==> src/rtl/alu_pkg.sv <==
// Shared encodings for the ALU issue controller: ALU/shift/compare codes,
// RV32I opcodes, FSM state type and the decoded-instruction bundle.
package alu_pkg;

    localparam logic [3:0] ALU_AND   = 4'b0000;
    localparam logic [3:0] ALU_OR    = 4'b0001;
    localparam logic [3:0] ALU_ADD   = 4'b0010;
    localparam logic [3:0] ALU_SUB   = 4'b0110;
    localparam logic [3:0] ALU_SHIFT = 4'b1111;

    localparam logic [1:0] SH_NONE = 2'b00;
    localparam logic [1:0] SH_SRL  = 2'b10;
    localparam logic [1:0] SH_SLL  = 2'b11;

    // Compare codes coincide with the branch funct3 field.
    localparam logic [2:0] CMP_BEQ  = 3'b000;
    localparam logic [2:0] CMP_BNE  = 3'b001;
    localparam logic [2:0] CMP_BLT  = 3'b100;
    localparam logic [2:0] CMP_BGE  = 3'b101;
    localparam logic [2:0] CMP_BLTU = 3'b110;
    localparam logic [2:0] CMP_BGEU = 3'b111;

    localparam logic [6:0] OP_R = 7'b0110011;
    localparam logic [6:0] OP_I = 7'b0010011;
    localparam logic [6:0] OP_B = 7'b1100011;

    localparam logic [6:0] F7_BASE = 7'b0000000;
    localparam logic [6:0] F7_ALT  = 7'b0100000;

    typedef enum logic [1:0] {
        ST_IDLE,
        ST_ISSUE,
        ST_WAIT,
        ST_DONE
    } state_t;

    typedef struct packed {
        logic [3:0]  alu_control;
        logic [1:0]  shift;
        logic [2:0]  compare;
        logic        alu_src;
        logic [31:0] imm;
        logic        is_alu;
        logic        is_branch;
        logic        r_shift;
        logic        illegal;
    } dec_t;

endpackage

==> src/rtl/alu_decode.sv <==
// Combinational RV32I subset decode: instruction word to ALU controls,
// immediate and illegal flag.
module alu_decode
    import alu_pkg::*;
(
    input  logic [31:0] inst_i,
    output dec_t        dec_o
);

    logic [6:0]  opcode;
    logic [6:0]  funct7;
    logic [2:0]  funct3;
    logic [31:0] imm_i;
    logic [31:0] imm_sh;
    logic [31:0] imm_b;
    logic        unused_rs1;

    assign opcode     = inst_i[6:0];
    assign funct3     = inst_i[14:12];
    assign funct7     = inst_i[31:25];
    assign imm_i      = {{20{inst_i[31]}}, inst_i[31:20]};
    assign imm_sh     = {27'b0, inst_i[24:20]};
    assign imm_b      = {{19{inst_i[31]}}, inst_i[31], inst_i[7], inst_i[30:25], inst_i[11:8], 1'b0};
    assign unused_rs1 = ^inst_i[19:15];

    always_comb begin
        dec_o         = '0;
        dec_o.illegal = 1'b1;
        case (opcode)
            OP_R: begin
                dec_o.illegal = 1'b0;
                dec_o.is_alu  = 1'b1;
                dec_o.alu_src = 1'b1;
                if (funct7 == F7_BASE) begin
                    case (funct3)
                        3'b000: dec_o.alu_control = ALU_ADD;
                        3'b111: dec_o.alu_control = ALU_AND;
                        3'b110: dec_o.alu_control = ALU_OR;
                        3'b001: begin
                            dec_o.alu_control = ALU_SHIFT;
                            dec_o.shift       = SH_SLL;
                            dec_o.r_shift     = 1'b1;
                        end
                        3'b101: begin
                            dec_o.alu_control = ALU_SHIFT;
                            dec_o.shift       = SH_SRL;
                            dec_o.r_shift     = 1'b1;
                        end
                        default: dec_o.illegal = 1'b1;
                    endcase
                end else if (funct7 == F7_ALT && funct3 == 3'b000) begin
                    dec_o.alu_control = ALU_SUB;
                end else begin
                    dec_o.illegal = 1'b1;
                end
            end
            OP_I: begin
                dec_o.illegal = 1'b0;
                dec_o.is_alu  = 1'b1;
                dec_o.imm     = imm_i;
                case (funct3)
                    3'b000: dec_o.alu_control = ALU_ADD;
                    3'b111: dec_o.alu_control = ALU_AND;
                    3'b110: dec_o.alu_control = ALU_OR;
                    3'b001, 3'b101: begin
                        dec_o.alu_control = ALU_SHIFT;
                        dec_o.shift       = funct3[2] ? SH_SRL : SH_SLL;
                        dec_o.imm         = imm_sh;
                        if (funct7 != F7_BASE) dec_o.illegal = 1'b1;
                    end
                    default: dec_o.illegal = 1'b1;
                endcase
            end
            OP_B: begin
                if (funct3[2:1] != 2'b01) begin
                    dec_o.illegal     = 1'b0;
                    dec_o.is_branch   = 1'b1;
                    dec_o.alu_control = ALU_SUB;
                    dec_o.alu_src     = 1'b1;
                    dec_o.compare     = funct3;
                    dec_o.imm         = imm_b;
                end
            end
            default: dec_o.illegal = 1'b1;
        endcase
        // Illegal words leave every control at zero.
        if (dec_o.illegal) begin
            dec_o         = '0;
            dec_o.illegal = 1'b1;
        end
    end

endmodule

==> src/rtl/alu_issue_ctrl.sv <==
// Single-issue ALU controller: accepts one instruction, drives the external
// ALU for a fixed window, then emits a one-cycle writeback/branch/illegal strobe.
module alu_issue_ctrl
    import alu_pkg::*;
(
    input  logic        clk,
    input  logic        rst_n,
    input  logic        inst_valid_i,
    output logic        inst_ready_o,
    input  logic [31:0] inst_i,
    input  logic [31:0] pc_i,
    input  logic [31:0] rs1_data_i,
    input  logic [31:0] rs2_data_i,
    output logic [3:0]  alu_control_o,
    output logic [1:0]  shift_o,
    output logic [2:0]  compare_o,
    output logic        alu_src_o,
    output logic [31:0] imme_o,
    output logic [31:0] rdata1_o,
    output logic [31:0] rdata2_o,
    input  logic [31:0] alu_result_i,
    input  logic        zero_i,
    output logic        wb_valid_o,
    output logic [4:0]  wb_rd_o,
    output logic [31:0] wb_data_o,
    output logic        br_valid_o,
    output logic        br_taken_o,
    output logic [31:0] br_target_o,
    output logic        illegal_o
);

    dec_t   dec;
    state_t state;
    logic   is_alu_q;
    logic   is_br_q;
    logic   accept;

    alu_decode u_decode (
        .inst_i (inst_i),
        .dec_o  (dec)
    );

    assign accept = (state == ST_IDLE) && inst_ready_o && inst_valid_i;

    always_ff @(posedge clk or negedge rst_n) begin
        if (!rst_n) begin
            state         <= ST_IDLE;
            inst_ready_o  <= 1'b0;
            alu_control_o <= '0;
            shift_o       <= '0;
            compare_o     <= '0;
            alu_src_o     <= 1'b0;
            imme_o        <= '0;
            rdata1_o      <= '0;
            rdata2_o      <= '0;
            wb_valid_o    <= 1'b0;
            wb_rd_o       <= '0;
            wb_data_o     <= '0;
            br_valid_o    <= 1'b0;
            br_taken_o    <= 1'b0;
            br_target_o   <= '0;
            illegal_o     <= 1'b0;
            is_alu_q      <= 1'b0;
            is_br_q       <= 1'b0;
        end else begin
            wb_valid_o <= 1'b0;
            br_valid_o <= 1'b0;
            br_taken_o <= 1'b0;
            illegal_o  <= 1'b0;
            case (state)
                ST_IDLE: begin
                    inst_ready_o <= 1'b1;
                    if (accept) begin
                        inst_ready_o  <= 1'b0;
                        alu_control_o <= dec.alu_control;
                        shift_o       <= dec.shift;
                        compare_o     <= dec.compare;
                        alu_src_o     <= dec.alu_src;
                        imme_o        <= dec.imm;
                        is_alu_q      <= dec.is_alu;
                        is_br_q       <= dec.is_branch;
                        wb_rd_o       <= dec.is_alu ? inst_i[11:7] : 5'd0;
                        br_target_o   <= dec.is_branch ? pc_i + dec.imm : 32'd0;
                        if (dec.illegal) begin
                            rdata1_o  <= '0;
                            rdata2_o  <= '0;
                            illegal_o <= 1'b1;
                            state     <= ST_DONE;
                        end else begin
                            rdata1_o <= rs1_data_i;
                            rdata2_o <= dec.r_shift ? {27'b0, rs2_data_i[4:0]} : rs2_data_i;
                            state    <= ST_ISSUE;
                        end
                    end
                end
                ST_ISSUE: state <= ST_WAIT;
                ST_WAIT: begin
                    // ALU result has settled by now; capture it on the way into DONE.
                    wb_data_o  <= alu_result_i;
                    wb_valid_o <= is_alu_q && (wb_rd_o != 5'd0);
                    br_valid_o <= is_br_q;
                    br_taken_o <= is_br_q && zero_i;
                    state      <= ST_DONE;
                end
                ST_DONE: begin
                    inst_ready_o <= 1'b1;
                    state        <= ST_IDLE;
                end
                default: state <= ST_IDLE;
            endcase
        end
    end

endmodule

==> config.mk <==
export PLATFORM = sky130hd
export DESIGN_NAME = alu_issue_ctrl
export DESIGN_NICKNAME = d
export VERILOG_FILES = /design/src/rtl/alu_pkg.sv /design/src/rtl/alu_decode.sv /design/src/rtl/alu_issue_ctrl.sv
export SDC_FILE = /design/constraint.sdc
export NUM_CORES = 1
export LEC_CHECK = 0
export ABC_CLOCK_PERIOD_IN_PS = 2300
export BUFFER_PORTS_ARGS = -buffer_cell sky130_fd_sc_hd__buf_2
export CORE_ASPECT_RATIO = 2
export CORE_MARGIN = 4
export CORE_UTILIZATION = 40
export DETAILED_ROUTE_END_ITERATION = 12
export PLACE_DENSITY_LB_ADDON = 0.25
export SETUP_SLACK_MARGIN = 0.3
export SYNTH_ARGS = -nofsm -noshare
export SYNTH_HDL_FRONTEND = slang
export SYNTH_SLANG_ARGS = --single-unit
==> constraint.sdc <==
create_clock -name clk -period 2.3 [get_ports clk]
set_input_delay 0.23 -clock clk [delete_from_list [all_inputs] [get_ports clk]]
set_output_delay 0.23 -clock clk [all_outputs]
set_load 0.01 [all_outputs]
==> flow_summary_export.csv, run 1 <==
group,metric,value,unit
timing,tightestPinTransition,616,ps
layout,drive_gt1_share,56.1,%
logic_synthesis,postSynth.asyncResetShare,100,%
floorplanning,dieArea,22700,sq um
logic_synthesis,synth.top_cells.by_count,"dfrtp_1 (165), nand2_1 (125), a22o_1 (62)",
logic_synthesis,synth_nets,960,
logic_synthesis,synth_top_area_share,51.0,%
timing,clock_skew,7.13,ps
timing,fmax,243,MHz
critical_path,cp.required,2630,ps
detailed_routing,wl_per_cell,20.8,microns
critical_path,critPathCaptureType,"register",
clock_network,cts_tree,"done",
clock_network,cts_buffers,17,
timing,rsz0062_at_grt,"true",
critical_path,path_max_fanout,3,
logic_synthesis,yosys-top-cells-area,"dfrtp_1 (51%), a22o_1 (6.7%), nand2_1 (5.8%)",
grt,grt_pass1_vias,8434,
timing,setup_viol,75,
logic_synthesis,syn_avg_cell_area,10.4,sq um
status,status,"finished, violations left",
logic_synthesis,synth-edff-count,0,
timing,maxSlewViolCount,0,
floorplanning,initial_utilization,40.7,%
floorplanning,row_count,73,
clock_network,cts.clk_slew.worst_paths,70,ps
detailed_routing,met3WireLength,2020,microns
flow_run,max-cap-violations,0,
min_path,whs_path_depth,3,
timing,fin_ws,-1820,ps
logic_synthesis,netlist_area,8100,sq um
logic_synthesis,yosysWarnings,0,
floorplanning,die_y,209,microns
clock_network,htreeDepth,4,
floorplanning,core_region_area,19900,sq um
logic_synthesis,ys_seq_area_share,51.0,%
placement,io_buffers,338,
grt,grt_pass1_wl,45900,microns
timing,finalHoldViolCount,0,
critical_path,crit_arrival,4450,ps
logic_synthesis,synthDistinctLibCells,65,
logic_synthesis,ys.flop_type,"dfrtp_1",
clock_network,cts_num_sinks,165,
timing,slew_headroom,58.9,%
critical_path,cp-start-kind,"primary input",
power,p_leak,6.83,nW
detailed_routing,wl_met1,10300,microns
grt,grt_max_degree,74,
floorplanning,ios,344,
status,violations,"negative setup slack",
layout,synthToLayoutAreaGrowth,63.4,%
power,powerDensity,674,nW/um^2
logic_synthesis,synth_most_common_cell,"dfrtp_1",
critical_path,r2r_cells,8,
critical_path,critPathKind,"primary input to register",
layout,layout.nets,1442,
detailed_routing,vias,8343,
clock_network,clk_path_buf_depth,2,
logic_synthesis,synth_cells,778,
clock_network,worstSkewPairLatency,440,ps
grt,grt_antenna_before_repair,1,
detailed_routing,vias_per_cell,5.44,
grt,track_usage,26.6,%
layout,fillers,1618,
logic_synthesis,yosys_register_bits,165,
detailed_routing,top_layer,"met4",
placement,gp_congestion,0.929,
floorplanning,die_w,109,microns
logic_synthesis,yosysTopAreaCell,"dfrtp_1",
detailed_routing,drt_pass1_iterations,5,
timing,post-route-period-util,179,%
timing,min_period,4120,ps
detailed_routing,wl_met2,17700,microns
grt,global_route.overflow_total,0,
detailed_routing,postRouteAntennaNets,0,
detailed_routing,drtIter0Drc,408,
detailed_routing,routed_wl,31900,microns
clock_network,cts-root-buf,"clkbuf_16",
detailed_routing,drc,0,
min_path,hp-class,"primary input to register",
layout,postLayoutCoreUtil,66.5,%
power,ir_worst_vdd,0.436,mV
placement,hpwl,22300,microns
timing,whs,13.7,ps
==> worst max-delay path, cell delays in order <==
cell	delay (ps)
buf_6	90
or4_4	550
buf_6	140
o41ai_4	220
buf_4	190
a221oi_4	70
buf_4	160
buf_6	100
o21a_1	110
and3_4	170
ha_4	160
fa_2	370
a211oi_4	250
o21ai_2	120
a31oi_4	230
nand2b_1	120
or3_1	330
a31o_2	260
or3_1	340
a32o_1	220
==> final cells by class <==
cell class                      count  area (sq um)  area share (%)
Antenna cell                        1          2.50          0.0189
Clock buffer                       17           425            3.21
Clock inverter                     14           216            1.64
Inverter                            7          26.3           0.199
Multi-Input combinational cell    537          4420            33.4
Sequential cell                   165          4130            31.2
Tap cell                          262           328            2.48
Timing Repair Buffer              532          3680            27.8
==> registers in the layout, indices dropped and copies added, names as in the netlist <==
name	cells
alu_src_o	1
illegal_o	1
wb_rd_o	5
wb_valid_o	1
compare_o	3
rdata2_o	32
wb_data_o	32
rdata1_o	32
alu_control_o	4
is_br_q	1
shift_o	2
inst_ready_o	1
br_valid_o	1
br_taken_o	1
is_alu_q	1
state	2
br_target_o	32
imme_o	13
==> final timing paths <==
kind / start / to / slack [ps]
max in group asynchronous: rst_n / br_target_o[3]$_DFFE_PN0P_ / 1230
min: rs1_data_i[18] / rdata1_o[18]$_DFFE_PN0P_ / 10
min in group asynchronous: rst_n / rdata2_o[11]$_DFFE_PN0P_ / 360
max reg2reg: state[0]$_DFFE_PN0P_ / br_target_o[29]$_DFFE_PN0P_ / 270
max: inst_i[28] / br_target_o[30]$_DFFE_PN0P_ / -1820
min reg2reg: shift_o[1]$_DFFE_PN0P_ / shift_o[1]$_DFFE_PN0P_ / 470
==> layer usage <==
| layer | vias up | global-route usage (%) |
|---|---|---|
| met5 | - | 0 |
| met4 | 0 | 15.0 |
| met3 | 119 | 5.94 |
| met2 | 413 | 49.8 |
| met1 | 4066 | 26.0 |
| li1 | 3745 | - |
==> cell usage in the layout, fill, tap and decap left out, types with 5 or more instances in the layout <==
master	Yosys	layout
nand2_4	1	7
and3_1	12	9
nor2_1	27	19
nor3_1	12	9
o21ai_1	2	25
buf_6	0	44
buf_16	0	5
a22o_1	62	62
and2_1	12	5
dlygate4sd3_1	0	13
nor2b_1	8	7
nand2b_1	5	5
dfrtp_1	165	165
buf_12	0	13
ha_1	17	6
ha_4	0	9
nand4_1	6	6
nor4_1	9	8
nand2_1	125	117
nor2_2	2	5
clkbuf_16	0	20
xor2_1	10	10
xnor2_1	20	17
mux2_4	0	5
and2_4	0	7
mux2_2	39	34
a21oi_2	0	5
buf_2	8	335
buf_4	20	117
inv_1	6	6
o21ai_2	0	24
nor2_4	0	5
o21ai_0	54	5
nand3_1	16	12
a21oi_1	18	9
==> metrics by stage <==
step	power, W	setup TNS (ps)	cell area, sq um	worst slack (ps)	instances
after floorplan	0.00469	-55710	8390	-2260	778
after global placement	0.00566	-80930	11100	-2220	1438
after detailed placement	0.00572	-85210	11100	-2290	1438
final	0.00891	-53510	13200	-1820	1535
after CTS	0.00893	-48600	12600	-1740	1511
after global routing	0.00931	-59770	13200	-1910	1534
==> repair_timing <==
action                                  CTS  global route
buffers inserted                         24            19
pin swaps                                49            53
hold endpoints to repair                 69             0
endpoints found under the setup margin  101           125
gates cloned                              5             4
hold buffers                             13             0
gates resized for setup                  79           125
==> report_power, final <==
group | total (W) | switching (W) | internal (W)
clock | 0.00314 | 0.00129 | 0.00185
combinational | 0.00233 | 0.00126 | 0.00107
sequential | 0.00343 | 0.000174 | 0.00326
==> logic make-up after synthesis <==
group	count (synthesis)	synth area share, %
AO/OA/AOI/OAI	198	18.0
XOR/XNOR	30	3.25
flip-flops	165	51.0
adder cells (fa/ha/maj)	18	2.87
AND/OR/NAND/NOR	250	14.6
multiplexers	41	5.67
buffers and inverters	76	4.57
(Power assumes the default switching activity.)
==> run 2: changes to the inputs <==
CTS_BUF_LIST = sky130_fd_sc_hd__clkbuf_8   (was default)
==> run 2 against run 1 <==
  * The flow still finishes with violations (negative setup slack)
  * Via count up 5.2%
  * Register-to-register slack better by 20 ps
  * Critical path type unchanged
  * Wire length up 4.8%
  * Total power down 6.2%
  * Setup slack better by 88 ps
  * Sequential cell count unchanged
  * Sequential share of layout area down 1.3 points
  * Die area unchanged
  * Highest routed layer is now met5
  * First-iteration DRC count down 8.3%
==> flow_summary_export.csv, run 2 (same netlist as run 1, synthesis figures left out) <==
group,metric,value,unit
status,status,"finished, violations left",
status,violations,"negative setup slack",
critical_path,r2r_setup_slack,290,ps
timing,fmax,248,MHz
grt,grt_pass1_vias,9125,
timing,slew_headroom,59.5,%
clock_network,worstSkewPairLatency,490,ps
detailed_routing,vias_per_cell,5.45,
power,p_seq_share,41.3,%
timing,finalHoldViolCount,0,
layout,drive_gt1_share,53.2,%
grt,global_route.overflow_total,0,
timing,fin_ws,-1730,ps
grt,track_usage,28.3,%
floorplanning,initial_utilization,40.7,%
floorplanning,dieArea,22700,sq um
detailed_routing,postRouteAntennaNets,0,
clock_network,clk_path_buf_depth,2,
timing,clock_skew,14.0,ps
floorplanning,row_count,73,
power,swShare,32.5,%
layout,multiInputGateArea,4480,sq um
critical_path,path_max_fanout,5,
power,pwr-share-comb,29.8,%
power,power_frac_clock,28.9,%
floorplanning,ios,344,
timing,setup_viol,73,
detailed_routing,drtIter0Drc,374,
power,p_int,0.00564,W
timing,maxSlewViolCount,0,
grt,grt_pass1_wl,49000,microns
power,powerDensity,605,nW/um^2
layout,layout_common_cells,"buf_2 (335), dfrtp_1 (165), buf_4 (127)",
power,p_total,0.00836,W
timing,min_period,4030,ps
critical_path,crit_arrival,4410,ps
clock_network,cts.clk_slew.worst_paths,90,ps
detailed_routing,routed_wl,33500,microns
timing,post-route-period-util,175,%
flow_run,max-cap-violations,0,
floorplanning,die_y,209,microns
placement,hpwl,22300,microns
layout,postLayoutCoreUtil,69.4,%
layout,synthToLayoutAreaGrowth,70.7,%
clock_network,cts_buffers,17,
critical_path,cp-start-kind,"primary input",
power,switchingPower,0.00272,W
clock_network,cts_tree,"done",
clock_network,cts_num_sinks,165,
detailed_routing,drt_pass1_iterations,5,
layout,fillers,1468,
floorplanning,core_region_area,19900,sq um
grt,grt_antenna_before_repair,2,
timing,rsz0062_at_grt,"true",
placement,gp_congestion,0.929,
timing,final.setup.tns,-51460,ps
power,p_leak,7.02,nW
detailed_routing,vias,8776,
min_path,hp-class,"primary input to register",
layout,seqCellArea,4130,sq um
detailed_routing,wl_per_cell,20.8,microns
clock_network,htreeDepth,4,
critical_path,critPathKind,"primary input to register",
floorplanning,die_w,109,microns
layout,final_common_cell,"buf_2",
placement,io_buffers,338,
critical_path,cp.required,2680,ps
layout,layout.nets,1518,
timing,tightestPinTransition,607,ps
detailed_routing,drc,0,
critical_path,critPathCaptureType,"register",
clock_network,cts-root-buf,"clkbuf_8",
power,ir_worst_vdd,0.435,mV
grt,grt_max_degree,74,
-- run 2: cell count changes in the layout (fill, tap and decap cells not counted), sizes merged --
cell,change
bufbuf,+1
clkbuf,-2
dlygate4sd3,+85
buf,-8
-- run 2: critical path, stage by stage --
cell and delay [ps]:
buf_6 90, or4_4 560, or4_4 470, a221oi_4 370, o21ai_4 120, nor3_4 210, buf_4 170, and2_4 150
ha_4 200, o211ai_1 200, nand2_2 120, buf_6 130, buf_6 110, a31o_4 240, o21ai_1 140, a41o_1 240
a21oi_2 70, or3_1 360, a32o_1 220
-- run 2: final timing paths --
check                                             from  cells after the start                     endpoint
max in group asynchronous                        rst_n                      3  br_target_o[13]$_DFFE_PN0P_
worst min register to register  shift_o[1]$_DFFE_PN0P_                      2       shift_o[1]$_DFFE_PN0P_
worst max-delay path                        inst_i[28]                     19  br_target_o[30]$_DFFE_PN0P_
min in group asynchronous                        rst_n                      2     rdata2_o[11]$_DFFE_PN0P_
worst min-delay path                     rs2_data_i[3]                      3      rdata2_o[3]$_DFFE_PN0P_
worst max register to register    state[0]$_DFFE_PN0P_                      8  br_target_o[29]$_DFFE_PN0P_
-- run 2: timing repair --
item | CTS | global route
hold buffers | 98 | 0
pin swaps | 58 | 42
hold endpoints to repair | 154 | 0
buffers inserted | 25 | 10
setup endpoints to repair | 80 | 126
gates cloned | 7 | 1
gates resized for setup | 105 | 95
-- run 2: power groups by stage --
| stage | Clock [W] | Combinational [W] | Sequential [W] |
|---|---|---|---|
| 5_1_grt | 0.00258 | 0.00267 | 0.00349 |
| 6_report | 0.00242 | 0.00249 | 0.00345 |
| 3_5_place_dp | 0 | 0.00222 | 0.00349 |
| 2_1_floorplan | 0 | 0.00105 | 0.00365 |
| 4_1_cts | 0.00248 | 0.00241 | 0.00343 |
| 3_3_place_gp | 0 | 0.00219 | 0.00347 |
-- run 2: final cells by class --
| cell class | instances | area share, % |
|---|---|---|
| Clock inverter | 14 | 1.57 |
| Inverter | 7 | 0.190 |
| Timing Repair Buffer | 608 | 31.9 |
| Multi-Input combinational cell | 537 | 32.4 |
| Sequential cell | 165 | 29.9 |
| Clock buffer | 17 | 1.69 |
| Antenna cell | 1 | 0.0181 |
| Tap cell | 262 | 2.37 |
-- run 2: metal layers --
metal	wire length (microns)	vias up	GRT usage [%]	share of wire, %
met5	8	-	0	0.024
met4	2250	2	18.1	6.7
met3	2010	139	6.28	6.0
met2	18400	430	52.1	55
met1	10800	4285	27.4	32
li1	-	3920	-	-
-- run 2: through the flow --
step                      area, sq um  cells  setup WS, ps  hold slack, ps
after floorplan                  8390    778         -2260           -65.6
after global placement          11100   1438         -2220             259
after detailed placement        11100   1438         -2290             279
after CTS                       13300   1599         -1670            1.68
after global routing            13800   1610         -1860            17.7
final                           13800   1611         -1730            40.3
